<file path="src/rtl/clk_gen_multi_pkg.sv">
`default_nettype none
// ============================================================================
// Module   : clk_gen_multi_pkg
// Brief    : Shared types and helpers for the multi-channel tick generator.
// Revision : 1.0 - initial release
// ============================================================================
package clk_gen_multi_pkg;

    localparam int c_max_ch = 16;

    // What a channel does on the next edge; sync has highest priority.
    typedef enum logic [1:0] {
        CH_HOLD  = 2'd0,
        CH_COUNT = 2'd1,
        CH_WRAP  = 2'd2,
        CH_SYNC  = 2'd3
    } ch_op_e;

    function automatic int ch_width(input int n);
        return (n <= 1) ? 1 : $clog2(n);
    endfunction

endpackage : clk_gen_multi_pkg
`default_nettype wire

</file>
<file path="src/rtl/clk_gen_multi_ch.sv">
`default_nettype none
// ============================================================================
// Module   : clk_gen_multi_ch
// Brief    : One divider channel: counter, active/pending divisor, tick and
//            square-wave registers with wrap-time divisor hand-over.
// Revision : 1.0 - initial release
// ============================================================================
module clk_gen_multi_ch
    import clk_gen_multi_pkg::*;
#(
    parameter int          DIV_W       = 32,
    parameter int unsigned DEFAULT_DIV = 100000000
) (
    input  logic             in_clk,
    input  logic             in_rst_n,
    input  logic             in_en,
    input  logic             in_sync,
    input  logic             in_wr,
    input  logic [DIV_W-1:0] in_wr_div,
    output logic             out_tick,
    output logic             out_sq
);

    localparam logic [DIV_W-1:0] c_default_div = DIV_W'(DEFAULT_DIV);
    localparam logic [DIV_W-1:0] c_one         = DIV_W'(1);

    logic [DIV_W-1:0] r_cnt;
    logic [DIV_W-1:0] r_act_div;
    logic [DIV_W-1:0] r_pend_div;
    logic             r_tick;
    logic             r_sq;

    ch_op_e           w_op;
    logic             w_last;
    logic [DIV_W-1:0] w_next_div;
    logic [DIV_W-1:0] w_cnt_inc;
    logic [DIV_W-1:0] w_cnt_nxt;
    logic [DIV_W-1:0] w_act_nxt;
    logic [DIV_W-1:0] w_pend_nxt;
    logic             w_tick_nxt;
    logic             w_sq_nxt;

    always_comb begin
        w_last     = (r_cnt == (r_act_div - c_one));
        w_cnt_inc  = r_cnt + c_one;
        // A write landing on the wrap edge is taken straight into act_div.
        w_next_div = in_wr ? in_wr_div : r_pend_div;
        if (in_sync) begin
            w_op = CH_SYNC;
        end else if (!in_en) begin
            w_op = CH_HOLD;
        end else if (w_last) begin
            w_op = CH_WRAP;
        end else begin
            w_op = CH_COUNT;
        end
    end

    always_comb begin
        w_cnt_nxt  = r_cnt;
        w_act_nxt  = r_act_div;
        w_pend_nxt = w_next_div;
        w_tick_nxt = 1'b0;
        w_sq_nxt   = r_sq;
        case (w_op)
            CH_SYNC: begin
                w_cnt_nxt = '0;
                w_act_nxt = w_next_div;
                w_sq_nxt  = (w_next_div > c_one);
            end
            CH_WRAP: begin
                w_cnt_nxt  = '0;
                w_act_nxt  = w_next_div;
                w_tick_nxt = 1'b1;
                w_sq_nxt   = (w_next_div > c_one);
            end
            CH_COUNT: begin
                w_cnt_nxt = w_cnt_inc;
                w_sq_nxt  = (w_cnt_inc < (r_act_div >> 1));
            end
            default: begin
                w_cnt_nxt = r_cnt;
            end
        endcase
    end

    always_ff @(posedge in_clk or negedge in_rst_n) begin
        if (!in_rst_n) begin
            r_cnt      <= '0;
            r_act_div  <= c_default_div;
            r_pend_div <= c_default_div;
            r_tick     <= 1'b0;
            r_sq       <= 1'b0;
        end else begin
            r_cnt      <= w_cnt_nxt;
            r_act_div  <= w_act_nxt;
            r_pend_div <= w_pend_nxt;
            r_tick     <= w_tick_nxt;
            r_sq       <= w_sq_nxt;
        end
    end

    assign out_tick = r_tick;
    assign out_sq   = r_sq;

endmodule : clk_gen_multi_ch
`default_nettype wire

</file>
<file path="src/rtl/clk_gen_multi.sv">
`default_nettype none
// ============================================================================
// Module   : clk_gen_multi
// Brief    : NUM_CH programmable tick / square-wave generators with validated
//            divisor writes and global enable / sync fan-out.
// Revision : 1.0 - initial release
// ============================================================================
module clk_gen_multi
    import clk_gen_multi_pkg::*;
#(
    parameter int unsigned SOURCE_CLK  = 100000000,
    parameter int          NUM_CH      = 4,
    parameter int          DIV_W       = 32,
    parameter int unsigned DEFAULT_DIV = SOURCE_CLK,
    parameter int          CH_W        = ch_width(NUM_CH)
) (
    input  logic              in_clk,
    input  logic              in_rst_n,
    input  logic              in_en,
    input  logic              in_sync,
    input  logic              in_wr,
    input  logic [CH_W-1:0]   in_wr_ch,
    input  logic [DIV_W-1:0]  in_wr_div,
    output logic [NUM_CH-1:0] out_tick,
    output logic [NUM_CH-1:0] out_sq,
    output logic              out_wr_err
);

    localparam logic [CH_W:0] c_num_ch = (CH_W+1)'(NUM_CH);

    logic              w_ch_ok;
    logic              w_div_ok;
    logic              w_wr_ok;
    logic [NUM_CH-1:0] w_ch_wr;
    logic              r_wr_err;

    generate
        if (SOURCE_CLK == 0 || DEFAULT_DIV == 0 || NUM_CH < 1 || NUM_CH > c_max_ch) begin : g_param_check
            $error("clk_gen_multi: illegal parameter combination");
        end
    endgenerate

    // Channel index is widened by one bit so the range test is exact for any NUM_CH.
    assign w_ch_ok  = ({1'b0, in_wr_ch} < c_num_ch);
    assign w_div_ok = |in_wr_div;
    assign w_wr_ok  = in_wr & w_ch_ok & w_div_ok;

    always_ff @(posedge in_clk or negedge in_rst_n) begin
        if (!in_rst_n) begin
            r_wr_err <= 1'b0;
        end else begin
            r_wr_err <= in_wr & ~w_wr_ok;
        end
    end

    assign out_wr_err = r_wr_err;

    generate
        for (genvar i = 0; i < NUM_CH; i++) begin : g_ch
            assign w_ch_wr[i] = w_wr_ok && (in_wr_ch == CH_W'(i));

            clk_gen_multi_ch #(
                .DIV_W       (DIV_W),
                .DEFAULT_DIV (DEFAULT_DIV)
            ) u_ch (
                .in_clk    (in_clk),
                .in_rst_n  (in_rst_n),
                .in_en     (in_en),
                .in_sync   (in_sync),
                .in_wr     (w_ch_wr[i]),
                .in_wr_div (in_wr_div),
                .out_tick  (out_tick[i]),
                .out_sq    (out_sq[i])
            );
        end
    endgenerate

endmodule : clk_gen_multi
`default_nettype wire

</file>
<file path="config.mk">
export PLATFORM = sky130hd
export DESIGN_NAME = clk_gen_multi
export DESIGN_NICKNAME = d
export VERILOG_FILES = /design/src/rtl/clk_gen_multi_pkg.sv /design/src/rtl/clk_gen_multi_ch.sv /design/src/rtl/clk_gen_multi.sv
export SDC_FILE = /design/constraint.sdc
export NUM_CORES = 1
export LEC_CHECK = 0
export CAP_MARGIN = 20
export CORE_MARGIN = 4
export CORE_UTILIZATION = 60
export DETAILED_ROUTE_END_ITERATION = 10
export PLACE_DENSITY = 0.73
export SYNTH_ARGS = -nofsm -noshare
export SYNTH_HDL_FRONTEND = slang
export SYNTH_SLANG_ARGS = --single-unit
</file>
<file path="constraint.sdc">
create_clock -name in_clk -period 4.4 [get_ports in_clk]
set_clock_uncertainty 0.1 [all_clocks]
set_input_delay 0.88 -clock in_clk [delete_from_list [all_inputs] [get_ports in_clk]]
set_output_delay 0.88 -clock in_clk [all_outputs]
set_load 0.01 [all_outputs]
</file>
* Word level (Yosys, flattened, before mapping)
Cells that the tools add are included.
Operators by class: reductions and logical operators 14, muxes and demuxes 28, $lt $le $gt $ge 8, bitwise logic cells 3, $add $sub $neg 8, equality and inequality tests 19
Operators by type and width (count):
- one-hot mux 32 bit (2 select lines) | 4
- adder 32 x 1 -> 32 bit (second input constant) | 4
- == test 32 bit | 4
- greater-than comparator 32 x 1 -> 1 bit (second input constant) | 4
- < comparator 32 x 31 -> 1 bit | 4
- two-way mux 32 bit | 4
- subtractor 32 x 1 -> 32 bit (second input constant) | 4
- OR reduction 32 bit | 1
- two-way mux 2 bit | 12
- == test 2 bit (second input constant) | 10
- == test 2 x 1 -> 1 bit (second input constant) | 5
- one-hot mux 1 bit (2 select lines) | 4
- nonzero test 2 bit | 4
- OR reduction 2 bit | 4
- logical AND 1 bit | 4
- two-way mux 1 bit | 4
- bitwise AND 1 bit | 2
- zero test 2 bit | 1
- NOT 1 bit | 1
Word-level totals: bits in registers 393, input bits 39, logic and storage cells 101

* Depth between registers and ports, before layout
depth in word-level cells 8, gate-level depth with buffers 19

* By module
From an unflattened synthesis, not the netlist that was laid out.
Second synthesis, totals: cells, all modules 2589, area, all modules 26591.8 µm²
Modules (own cells, without submodules):
- clk_gen_multi_ch (g_ch[1].u_ch) | area an instance 6759.0 µm², cells each 646, seq. area each 2482.4 µm², instances 1
- clk_gen_multi_ch (g_ch[2].u_ch) | area an instance 6631.4 µm², cells each 657, seq. area each 2482.4 µm², instances 1
- clk_gen_multi_ch (g_ch[0].u_ch) | area an instance 6531.3 µm², cells each 636, seq. area each 2482.4 µm², instances 1
- clk_gen_multi_ch (g_ch[3].u_ch) | area an instance 6522.5 µm², cells each 629, seq. area each 2482.4 µm², instances 1
- clk_gen_multi | area an instance 147.6 µm², cells each 21, seq. area each 25.0 µm², instances 1

* Worst setup path before layout
Ideal clock, no wire load.
path kind input to register, start in in_wr_div[26], end reg g_ch[2].u_ch.r_sq, required time 4.157 ns, arrival time 4.050 ns, setup time 0.143 ns, cell stages on the path 9, path slack 0.107 ns, path through or4_1 nor4_1 nand3_1 o31ai_2 mux2_2 or3_1 or4_1 o41ai_1 o211ai_1
On the way: longest elaborated chain between the ends 6
RTL lines:
- from (decl) | RTL line clk_gen_multi.sv:23 | input logic [DIV_W-1:0] in_wr_div,
- OR reduction 32 bit | RTL line clk_gen_multi.sv:45 | assign w_div_ok = |in_wr_div;
- bitwise AND 1 bit | RTL line clk_gen_multi.sv:46 | assign w_wr_ok = in_wr & w_ch_ok & w_div_ok;
- logical AND 1 bit | RTL line clk_gen_multi.sv:60 | assign w_ch_wr[i] = w_wr_ok && (in_wr_ch == CH_W'(i));
- two-way mux 32 bit | RTL line clk_gen_multi_ch.sv:47 | w_next_div = in_wr ? in_wr_div : r_pend_div;
- net g_ch[2].u_ch.w_next_div[19] | RTL line clk_gen_multi_ch.sv:35 | logic [DIV_W-1:0] w_next_div;
- greater-than comparator 32 x 1 -> 1 bit | RTL line clk_gen_multi_ch.sv:69, clk_gen_multi_ch.sv:75
- one-hot mux 1 bit (2 select lines) | RTL line clk_gen_multi_ch.sv:65 | case (w_op)
- to (signal assigned) | RTL line clk_gen_multi_ch.sv:99 | r_sq <= w_sq_nxt;
- to (decl) | RTL line clk_gen_multi_ch.sv:31 | logic r_sq;
The timed path passes the listed nets, and every way through them passes these cells. A chain may end at the register's enable or synchronous reset.

* Worst setup path in the final report
start reg g_ch[0].u_ch.r_cnt[6], end reg g_ch[0].u_ch.r_sq
On the way: longest elaborated chain between the ends 7, elaborated cells on any way between the ends 12, those cells by class add/sub (1); order compare (1); eq/ne (4); mux (4); reduce/logical (2)
RTL lines:
- from (decl) | RTL line clk_gen_multi_ch.sv:27 | logic [DIV_W-1:0] r_cnt;
- from (signal assigned) | RTL line clk_gen_multi_ch.sv:95 | r_cnt <= w_cnt_nxt;
- branches (longest 7 deep; another with adder 32 x 1 -> 32 bit)
- to (signal assigned) | RTL line clk_gen_multi_ch.sv:99
- to (decl) | RTL line clk_gen_multi_ch.sv:31
Several ways; the timed one is not identified.

==> flow_metrics.py <==
metrics = {
    "status": {
        "status": "finished clean",
    },
    "layout": {
        "area_delta_synth_final_pct": 12.93,
        "fin_cells": 3316,
        "num_antenna_cells": 0,
        "layout-drive-gt1-share_pct": 19.66,
        "seq_area_um2": 9955,
        "utilization_pct": 68.79,
        "fillers": 3288,
        "most-common-layout-cells": "dfrtp_1 (297), nor2_1 (184), mux2_2 (166)",
        "mostFrequentLayoutCell": "dfrtp_1",
        "multiInputGateArea_um2": 14550,
        "fin_nets": 2909,
    },
    "run": {
        "maxCapViolCount": 0,
    },
    "critical_path": {
        "required_ps": 4760,
        "r2r_slack_ps": 240,
        "r2r_cells": 15,
        "crit_path_max_fanout": 5,
        "crit_chain": "and4_1 -> and3_1 -> nand3_1 -> or3_1 -> nor3_2 -> nand4_1 -> or2_2 -> nand2_1 -> ha_1 -> nand4_1 -> nor4_1 -> buf_4 -> o21ai_0 -> nand4_1 -> o211ai_1",
        "path_common_cell": "nand4_1",
        "r2r_start": "g_ch[0].u_ch.r_cnt[6]",
        "critPathTopFamily": "simple AND/OR/NAND/NOR gates",
        "path_buf_inv": 1,
        "r2r_end": "g_ch[0].u_ch.out_sq",
        "critPathKind": "register to register",
        "cp_slowest_cell": "or3_1",
        "slowest_delay_ps": 500,
        "crit_path_end_kind": "register",
        "arrival_ps": 4530,
        "cp-start-kind": "register",
    },
    "place": {
        "place.gp.congestion": 0.9592,
        "place_inst": 3234,
        "dp_slack_ps": -485.7,
        "numPortBuffers": 47,
        "post-dp-hpwl_um": 55540,
    },
    "synth": {
        "netlist_area_um2": 25610,
        "synth_warnings": 0,
        "yosysSeqAreaShare_pct": 38.87,
        "synth_nets": 2823,
        "synth_edf_count": 0,
        "syn_inst": 2656,
        "ys_types": 86,
        "ys.flop_type": "dfrtp_1",
        "ys_ff_latch": 393,
        "async_flop_share_pct": 100.0,
        "avgSynthCellArea_um2": 9.641,
        "synth_area_leaders": "dfrtp_1 (29%), dfstp_2 (9.9%), mux2_2 (7.3%), ha_1 (6.3%), xnor2_1 (4.8%)",
        "synth_area_leader_cell": "dfrtp_1",
        "synth_top_area_share_pct": 29.02,
    },
    "grt": {
        "grt_usage_pct": 31.67,
        "antenna_found_initial": 1,
        "grt_max_degree": 123,
        "grt_pass1_vias": 21130,
        "grt_pass1_wl_um": 117900,
        "grt_overflow": 0,
    },
    "floorplan": {
        "die_x_um": 214.6,
        "io_pins": 48,
        "core_um2": 42040,
        "start_util_pct": 60.91,
        "rows": 75,
        "die_height_um": 214.6,
        "dieArea_um2": 46050,
    },
    "timing": {
        "hold_viol": 0,
        "final-setup-viol-count": 0,
        "tightest_slew_ps": 1007,
        "fmax_mhz": 240.1,
        "holdWs_ps": 243.3,
        "slew_viol_final": 0,
        "relSlewSlack_pct": 31.15,
        "period_needed_ps": 4165,
        "rsz0062_at_grt": "no",
        "setup_ws_ps": 235.1,
        "final.period_utilization_pct": 94.66,
    },
    "clock_tree": {
        "cts_setup_buffers": 0,
        "cts_buffer_depth": 3,
        "path_clk_slew_ps": 60,
        "cts_tree": "built",
        "cts_made_buffers": 45,
        "htreeDepth": 2,
        "ctsRootBufferMaster": "clkbuf_16",
        "cts.sinks": 393,
        "clkLatencyLatePin_ps": 590,
    },
    "routing": {
        "vias": 21680,
        "wire_per_inst_um": 22.53,
        "routed_wl_um": 74700,
        "via_per_inst": 6.538,
        "ant_nets": 0,
        "first_pass_iters": 6,
        "drc": 0,
        "dr.first_iter.drc_count": 2078,
    },
    "power": {
        "ir_drop_mv": 0.3451,
        "p_leak_nw": 12.93,
        "power_density_nw_per_um2": 384.1,
    },
    "hold_path": {
        "hp-class": "input pin to async pin",
    },
}
==> layout make-up <==
type,count,area share (%)
multi-input cells,1969,50.31
clock buffers,62,4.543
clock inverters,20,0.8134
well taps,539,2.332
inverters,150,1.947
repair buffers,183,5.629
flip-flops and latches,393,34.42
==> worst reg2reg max path: stages (launching register included) <==
cell and delay, ps:
dfrtp_1 440, and4_1 260, and3_1 210, nand3_1 180
or3_1 510, nor3_2 310, nand4_1 150, or2_2 310
nand2_1 80, ha_1 140, nand4_1 110, nor4_1 430
buf_4 190, o21ai_0 180, nand4_1 280, o211ai_1 140
==> cell usage after synthesis (73+ instances only) <==
cell      count
dfrtp_1     297
nor2_1      186
mux2_2      166
nand2_1     156
inv_1       150
xnor2_1     140
a21oi_1     130
ha_1        128
clkbuf_1    103
xor2_1      100
dfstp_2      96
nor3_1       86
nand3_1      80
nand4_1      79
nor4_1       79
a32o_1       73
==> sequential cells by signal, summed over array words and instances, names as in the netlist <==
name,count
g_ch.u_ch.out_tick,4
g_ch.u_ch.r_act_div,128
g_ch.u_ch.out_sq,4
g_ch.u_ch.r_pend_div,128
out_wr_err,1
g_ch.u_ch.r_cnt,128
==> where the power goes <==
part           switching (W)  total, W  leakage [nW]  internal [W]
combinational        0.00134   0.00239          7.40       0.00106
clock                0.00160   0.00394         0.754       0.00234
sequential          0.000552   0.00477          4.78       0.00422
==> cell families (layout without fill, tap and decap cells) <==
logic type,count (synthesis),count (layout),share of synthesized area (%)
compound gates,484,484,13.55
xor+xnor,240,240,8.209
buf+inv,294,415,4.740
mux,206,206,9.352
fa+ha+maj,128,128,6.254
simple gates,911,911,19.02
flops,393,393,38.87
==> metrics by stage <==
step / total power, W / TNS [ps] / instance area (um2)
2_1_floorplan: 0.006233 / 0 / 25610
3_3_place_gp: 0.007050 / -2642 / 27330
3_5_place_dp: 0.007152 / -2413 / 27330
4_1_cts: 0.01111 / 0 / 28880
5_1_grt: 0.01160 / 0 / 28920
6_report: 0.01111 / 0 / 28920
==> timing repair <==
action / 4_1_cts / 5_1_grt
endpoints found under the hold margin: 0 / 0
setup endpoints to repair: 0 / 63
gates resized for setup: 0 / 9
hold buffers: 0 / 0
==> worst max-delay path by stage <==
stage                               start                   to  slack (ps)  cells past startpoint
finish              g_ch[0].u_ch.r_cnt[6]  g_ch[0].u_ch.out_sq         240                     15
detailed placement          in_wr_div[26]  g_ch[2].u_ch.out_sq        -490                     11
CTS                         in_wr_div[26]  g_ch[2].u_ch.out_sq         100                     11
global route        g_ch[0].u_ch.r_cnt[6]  g_ch[0].u_ch.out_sq         0.8                     17
floorplan                   in_wr_div[26]  g_ch[2].u_ch.out_sq         110                      9
global placement            in_wr_div[26]  g_ch[2].u_ch.out_sq        -470                     11
==> metal layers <==
metal	up-vias	wire length [um]	global-route usage, %
li1	9897	-	-
met1	10780	31990	43.97
met2	811	33860	50.21
met3	187	5662	5.243
met4	2	3175	12.06
met5	-	17	0
No activity file was read; power rests on OpenSTA's default activity.
